### config.mk
export PLATFORM = sky130hd
export DESIGN_NAME = dmux_stream_issue
export DESIGN_NICKNAME = d
export VERILOG_FILES = /design/src/rtl/dmux_stream_issue.sv
export SDC_FILE = /design/constraint.sdc
export NUM_CORES = 1
export LEC_CHECK = 0
export ABC_AREA = 0
export BUFFER_PORTS_ARGS = -buffer_cell sky130_fd_sc_hd__buf_2
export CAP_MARGIN = 20
export CELL_PAD_IN_SITES_DETAIL_PLACEMENT = 1
export CELL_PAD_IN_SITES_GLOBAL_PLACEMENT = 1
export CORE_AREA = 3 3 59 61
export DETAILED_ROUTE_END_ITERATION = 10
export DIE_AREA = 0 0 62 64
export GPL_ROUTABILITY_DRIVEN = 0
export PLACE_DENSITY_LB_ADDON = 0.15
export RECOVER_POWER = 50
export SLEW_MARGIN = 20
export SYNTH_ARGS = -nofsm -noshare
export SYNTH_HDL_FRONTEND = slang
export SYNTH_SLANG_ARGS = --single-unit
### constraint.sdc
create_clock -name clk -period 2.4 [get_ports clk]
set_clock_uncertainty 0.05 [all_clocks]
set_input_delay 0.48 -clock clk [delete_from_list [all_inputs] [get_ports clk]]
set_output_delay 0.48 -clock clk [all_outputs]
set_load 0.03 [all_outputs]
### src/rtl/dmux_stream_issue.sv
// Valid/ready front end for the pipelined demux: one skid register, per-output credit
// gating, and a one-hot valid strobe delayed to match the demux output latency.
module dmux_stream_issue #(
    parameter int WIDTH        = 1,
    parameter int OUTPUT_COUNT = 2,
    parameter int DMUX_LATENCY = 0,
    parameter int CREDITS      = 4
) (
    input  logic                            clk,
    input  logic                            rst_n,
    input  logic                            s_valid,
    output logic                            s_ready,
    input  logic [$clog2(OUTPUT_COUNT)-1:0] s_sel,
    input  logic [WIDTH-1:0]                s_data,
    output logic [$clog2(OUTPUT_COUNT)-1:0] dmux_sel,
    output logic [WIDTH-1:0]                dmux_in,
    output logic [OUTPUT_COUNT-1:0]         out_valid,
    input  logic [OUTPUT_COUNT-1:0]         credit_return,
    output logic                            err_bad_sel,
    output logic                            err_credit_ovf
);
    localparam int SW = $clog2(OUTPUT_COUNT);
    localparam int CW = $clog2(CREDITS + 1);
    localparam int SEL_SPAN = 1 << SW;

    logic                            hold_valid_reg;
    logic [SW-1:0]                   hold_sel_reg;
    logic [WIDTH-1:0]                hold_data_reg;
    logic [SW-1:0]                   dmux_sel_reg;
    logic [WIDTH-1:0]                dmux_in_reg;
    logic [DMUX_LATENCY:0]           vp_valid_reg;
    logic [DMUX_LATENCY:0][SW-1:0]   vp_sel_reg;
    logic [OUTPUT_COUNT-1:0][CW-1:0] credit_reg;
    logic [OUTPUT_COUNT-1:0][CW-1:0] credit_next;
    logic                            err_bad_sel_reg;
    logic                            err_credit_ovf_reg;

    logic                    sel_ok;
    logic                    issue;
    logic                    drop;
    logic                    accept;
    logic [SEL_SPAN-1:0]     credit_nz;
    logic [OUTPUT_COUNT-1:0] issue_vec;
    logic [OUTPUT_COUNT-1:0] ovf_vec;

    // Non-existent select codes map to "no credit" so the mux index never runs off the end.
    genvar gi;
    generate
        for (gi = 0; gi < SEL_SPAN; gi++) begin : g_credit_nz
            if (gi < OUTPUT_COUNT) begin : g_real
                assign credit_nz[gi] = (credit_reg[gi] != '0);
            end else begin : g_pad
                assign credit_nz[gi] = 1'b0;
            end
        end
        for (gi = 0; gi < OUTPUT_COUNT; gi++) begin : g_out
            assign issue_vec[gi] = issue && (hold_sel_reg == SW'(gi));
            assign out_valid[gi] = vp_valid_reg[DMUX_LATENCY]
                                   && (vp_sel_reg[DMUX_LATENCY] == SW'(gi));
        end
    endgenerate

    assign sel_ok  = (32'(hold_sel_reg) < 32'(OUTPUT_COUNT));
    assign issue   = hold_valid_reg && sel_ok && credit_nz[hold_sel_reg];
    assign drop    = hold_valid_reg && !sel_ok;
    assign s_ready = !hold_valid_reg || issue || drop;
    assign accept  = s_valid && s_ready;

    always_comb begin
        credit_next = credit_reg;
        ovf_vec     = '0;
        for (int i = 0; i < OUTPUT_COUNT; i++) begin
            if (issue_vec[i] && !credit_return[i]) begin
                credit_next[i] = credit_reg[i] - CW'(1);
            end else if (!issue_vec[i] && credit_return[i]) begin
                if (credit_reg[i] == CW'(CREDITS)) begin
                    ovf_vec[i] = 1'b1;
                end else begin
                    credit_next[i] = credit_reg[i] + CW'(1);
                end
            end
        end
    end

    always_ff @(posedge clk or negedge rst_n) begin
        if (!rst_n) begin
            hold_valid_reg <= 1'b0;
            hold_sel_reg   <= '0;
            hold_data_reg  <= '0;
        end else if (accept) begin
            hold_valid_reg <= 1'b1;
            hold_sel_reg   <= s_sel;
            hold_data_reg  <= s_data;
        end else if (issue || drop) begin
            hold_valid_reg <= 1'b0;
        end
    end

    // dmux_in idles at zero; dmux_sel keeps its last value between beats.
    always_ff @(posedge clk or negedge rst_n) begin
        if (!rst_n) begin
            dmux_sel_reg <= '0;
            dmux_in_reg  <= '0;
        end else if (issue) begin
            dmux_sel_reg <= hold_sel_reg;
            dmux_in_reg  <= hold_data_reg;
        end else begin
            dmux_in_reg  <= '0;
        end
    end

    always_ff @(posedge clk or negedge rst_n) begin
        if (!rst_n) begin
            vp_valid_reg <= '0;
            vp_sel_reg   <= '0;
        end else begin
            vp_valid_reg[0] <= issue;
            vp_sel_reg[0]   <= hold_sel_reg;
            for (int k = 1; k <= DMUX_LATENCY; k++) begin
                vp_valid_reg[k] <= vp_valid_reg[k-1];
                vp_sel_reg[k]   <= vp_sel_reg[k-1];
            end
        end
    end

    always_ff @(posedge clk or negedge rst_n) begin
        if (!rst_n) begin
            for (int i = 0; i < OUTPUT_COUNT; i++) begin
                credit_reg[i] <= CW'(CREDITS);
            end
            err_bad_sel_reg    <= 1'b0;
            err_credit_ovf_reg <= 1'b0;
        end else begin
            credit_reg         <= credit_next;
            err_bad_sel_reg    <= err_bad_sel_reg || drop;
            err_credit_ovf_reg <= err_credit_ovf_reg || (|ovf_vec);
        end
    end

    assign dmux_sel       = dmux_sel_reg;
    assign dmux_in        = dmux_in_reg;
    assign err_bad_sel    = err_bad_sel_reg;
    assign err_credit_ovf = err_credit_ovf_reg;
endmodule
Word-level counts from Yosys, hierarchy flattened
Cells that the tools add are included.

Add/sub/neg operators: 4. Magnitude comparators: 1. Equal/unequal tests: 4. Multiplexer cells: 17. Bitwise gates (word level): 2. Reduce and logical (&&, ||, !) cells: 25.

Operators by type and width (count): 3-bit 2-to-1 mux (6); 1-bit 2-to-1 mux (11); 1-bit logical AND (10); 3-bit by 1-bit adder with 3-bit output (second input constant) (2); 3-bit == test (second input constant) (2); 2-bit nonzero test (3); 3-bit nonzero test (2); 3-bit by 1-bit subtractor with 3-bit output (second input constant) (2); 1-bit logical NOT (5); 2-bit inequality test (second input constant) (2); 2-bit AND reduction (2); 1-bit logical OR (2); 1-bit by 2-bit < comparator with 1-bit output (second input constant) (1); 1-bit NOT (2); 2-bit OR reduction (1).

Register bits after elaboration: 14. Input bits: 7. Output and inout bits: 7. Logic and storage cells: 63.

Logic depth before layout (Yosys ltp)
Word-level depth: 11. Gate-level depth with buffers: 8. Depth with buffers taken out: 8.

Worst setup path before layout
No wires, ideal clock.

Kind: register -> register. Start point: register credit_reg[3] (netlist name). End point: register credit_reg[5] (netlist name). Setup time: 0.080 ns. Arrival: 2.032 ns. Required time: 2.270 ns. Path slack: 0.238 ns. Cell stages (with the launch flop): 9. Period minus slack after synthesis: 2.162 ns. Cells stage by stage: dfrtp_1 > or4b_1 > and3_4 > ha_1 > xor2_1 > ha_1 > a21oi_1 > o21ai_0 > o221a_2.

Word-level cells in the longest chain between the ends: 9. Elaborated cells on any way between the ends: 17. Those cells by class: add/sub: 2; eq/ne: 2; mux: 5; reduce/logical: 8.

Ends and longest elaborated chain: from (decl) (line 33) `logic [OUTPUT_COUNT-1:0][CW-1:0] credit_reg;`; from (signal, indexed assignment) (line 129) `credit_reg[i] <= CW'(CREDITS);`; from (signal assigned) (line 134) `credit_reg <= credit_next;`; 3-bit nonzero test (line 51) `assign credit_nz[gi] = (credit_reg[gi] != '0);`; 1-bit 2-to-1 mux (not written as such) (2 in series) (line 64) `assign issue = hold_valid_reg && sel_ok && credit_nz[hold_sel_reg];`; 1-bit logical AND (line 64); 1-bit logical AND (line 57) `assign issue_vec[gi] = issue && (hold_sel_reg == SW'(gi));`; 1-bit logical NOT (line 75) `end else if (!issue_vec[i] && credit_return[i]) begin`; 1-bit logical AND (line 75); 2-bit nonzero test (no line); 2-bit AND reduction (no line).

Parallel ways exist; a longest one is shown, timed or not. The select of a mux whose other input is x is not followed. A chain may end at the register's enable or synchronous reset.

Final worst setup path
Start point: register credit_reg[5] (netlist name). End point: register credit_reg[5] (netlist name).

Same word-level chain as after synthesis.

==> impl_metrics.tcl <==
set metrics [dict create \
    worstSetupPathType "reg2reg" \
    rsz0062_at_grt "no" \
    slew_viol_final 0 \
    hold_class "in2async" \
    placed_area_um2 1010 \
    r2r-start "credit_reg[5]$_DFFE_PN1P_" \
    nFillCells 361 \
    cts_tree "yes" \
    groute.usage.overall_pct 11.7 \
    io_buffers 12 \
    startpoint_type "register" \
    p_leak_nw 0.478 \
    synth_top_flop_cell "dfrtp_1" \
    die_area_um2 3970 \
    synth_top_area_share_pct 34.2 \
    cts_max_level 1 \
    grt_pass1_wl_um 3450 \
    cts_hold_buf 0 \
    worst_pin_slew_ns 0.786 \
    post-route-min-period_ns 2.21 \
    final_core_util_pct 34.5 \
    fmax_mhz 453 \
    fin_area_um2 1040 \
    diodes 0 \
    grt.overflow.total 0 \
    synth-edff-count 0 \
    antenna_found_initial 0 \
    finalHoldViolCount 0 \
    ys_ff_latch 14 \
    cp.arrival_ns 2.38 \
    clk_pin_slew_ns 0.10 \
    multi_input_area_um2 483 \
    fp.dieH_um 64 \
    required_ns 2.58 \
    syn2layout_area_growth_pct 18.8 \
    synthCells 85 \
    nNetsFinal 119 \
    finalSetupViolations 0 \
    drv_cap 0 \
    clock_latency_ns 0.29 \
    fin_crit_sh_pct 92.0 \
    relSlewSlack_pct 47.6 \
    drc 0 \
    end_kind "register" \
    synth-warning-count 0 \
    cts.sinks 14 \
    num_vias 670 \
    wire_per_inst_um 12.6 \
    first_iter_violations 34 \
    async_flop_share_pct 100 \
    largest_register_ffs 6 \
    clock-root-buffer "clkbuf_4" \
    r2r_cells 8 \
    start_util_pct 29.0 \
    yosysSeqAreaShare_pct 40.2 \
    fin_setup_tns_ns 0 \
    viasPerCell 4.56 \
    die_w_um 62 \
    status "complete, no violations" \
    grt_max_degree 15 \
    firstDrtPassIters 3 \
    synth_area_um2 878 \
    first_global_vias 752 \
    dp_hpwl_um 1430 \
    synth_area_per_cell_um2 10.3 \
    core_um2 3030 \
    r2r_slack_ns 0.19 \
    cts_made_buffers 3 \
    synthTopCellsByArea "dfrtp_1, ha_1, dfstp_2" \
    critical_path.max_fanout 8 \
    synth.distinct_cells 33 \
    startpoint "credit_reg[5]$_DFFE_PN1P_" \
    drt_wl_total_um 1850 \
    rows 20 \
    ir_drop_v 0.000373 \
    powerDensity_nw_per_um2 1180 \
    drive_gt1_share_pct 29.1 \
    regToRegEndpoint "credit_reg[5]$_DFFE_PN1P_" \
    clock_path_buffers 2 \
    yosys.area.top_type "dfrtp_1" \
    seqCellArea_um2 354 \
    synthesis.nets 100 \
    io_pins 14 \
    ant_nets 0 \
]
-- cell usage in the layout, fill, tap and decap left out, types with 2 or more instances in the layout --
cell type and instances:
dfrtp_1 11, buf_2 10, inv_1 8, ha_1 8
o21ai_0 6, nor2_1 5, nand2b_1 4, nand2_1 4
and2_1 3, clkbuf_4 3, buf_4 3, xor2_1 2
nor3b_1 2, o21ai_2 2, a21oi_1 2, o31a_1 2
and3b_1 2, o221a_2 2, o21ba_2 2, o22a_1 2
dfstp_2 2, clkbuf_1 2
-- layer usage --
| metal | vias up | GRT usage [%] | wire, µm |
|---|---|---|---|
| met1 | 322 | 14.9 | 859 |
| met4 | 0 | 4.77 | 37 |
| met2 | 10 | 18.1 | 895 |
| met5 | - | 0 | 0 |
| met3 | 4 | 3.03 | 57 |
| li1 | 334 | - | - |
-- what timing repair did --
item                                    in CTS  in global routing
endpoints found under the setup margin       0                  1
setup buffers                                0                  0
resized for setup                            0                  1
-- synthesized netlist by cell type, drive strengths merged, types with 2 or more instances --
master and count:
dfstp 2, xor2 2, and2 3, ha 8, o21ai 8, nor2 5
o22a 2, a21oi 2, dfrtp 12, inv 8, o21ba 2, and3b 2
o221a 2, nand2 4, o31a 2, nor3b 2, nand2b 4
-- critical path, stage by stage (launching register included) --
cell and delay (ns):
dfstp_2 0.43, or4b_1 0.47, and3_4 0.21, ha_1 0.25, xor2_1 0.16, ha_1 0.18, a21oi_1 0.15, o21ai_0 0.12
o221a_2 0.13
-- final cells by class --
class,count,share of cell area [%]
tap,44,5.28
inverter,9,3.36
clock buffer,4,3.48
multi-input combinational,61,46.3
sequential,14,33.9
timing repair buffer,15,7.67
-- worst max path at each step --
stage	endpoint	cells past startpoint
6_report	credit_reg[5]$_DFFE_PN1P_	8
5_1_grt	credit_reg[5]$_DFFE_PN1P_	8
4_1_cts	credit_reg[5]$_DFFE_PN1P_	8
3_5_place_dp	credit_reg[5]$_DFFE_PN1P_	8
3_3_place_gp	credit_reg[5]$_DFFE_PN1P_	8
2_1_floorplan	credit_reg[5]$_DFFE_PN1P_	8
-- logic make-up (layout without fill, tap and decap cells) --
group | after synthesis | after routing | synth area share [%]
xor gates and xnor gates | 2 | 2 | 1.99
DFF | 14 | 14 | 40.2
adders and majority gates | 8 | 8 | 11.4
buffers and inverters | 10 | 28 | 4.84
and+or+nand+nor | 27 | 27 | 20.9
other | 1 | 1 | 0.427
AOI/OAI and AO/OA | 23 | 23 | 20.2
-- through the flow --
step,hold slack (ns),worst slack (ns),cells,power (mW)
after floorplan,0.134,0.238,85,0.883
after global placement,0.349,0.183,143,1.05
after detailed placement,0.354,0.162,143,1.07
after CTS,0.0331,0.147,147,1.25
after global routing,0.252,0.0205,147,1.36
final,0.187,0.192,147,1.23
-- where the power goes --
part / switching (mW) / internal, mW / total, mW / leakage (nW)
registers: 0.105 / 0.346 / 0.451 / 0.162
clock network: 0.0851 / 0.0924 / 0.177 / 0.0210
logic: 0.330 / 0.273 / 0.603 / 0.295
total: 0.520 / 0.711 / 1.23 / 0.478
Note: power is estimated with default switching activity, not from simulation.
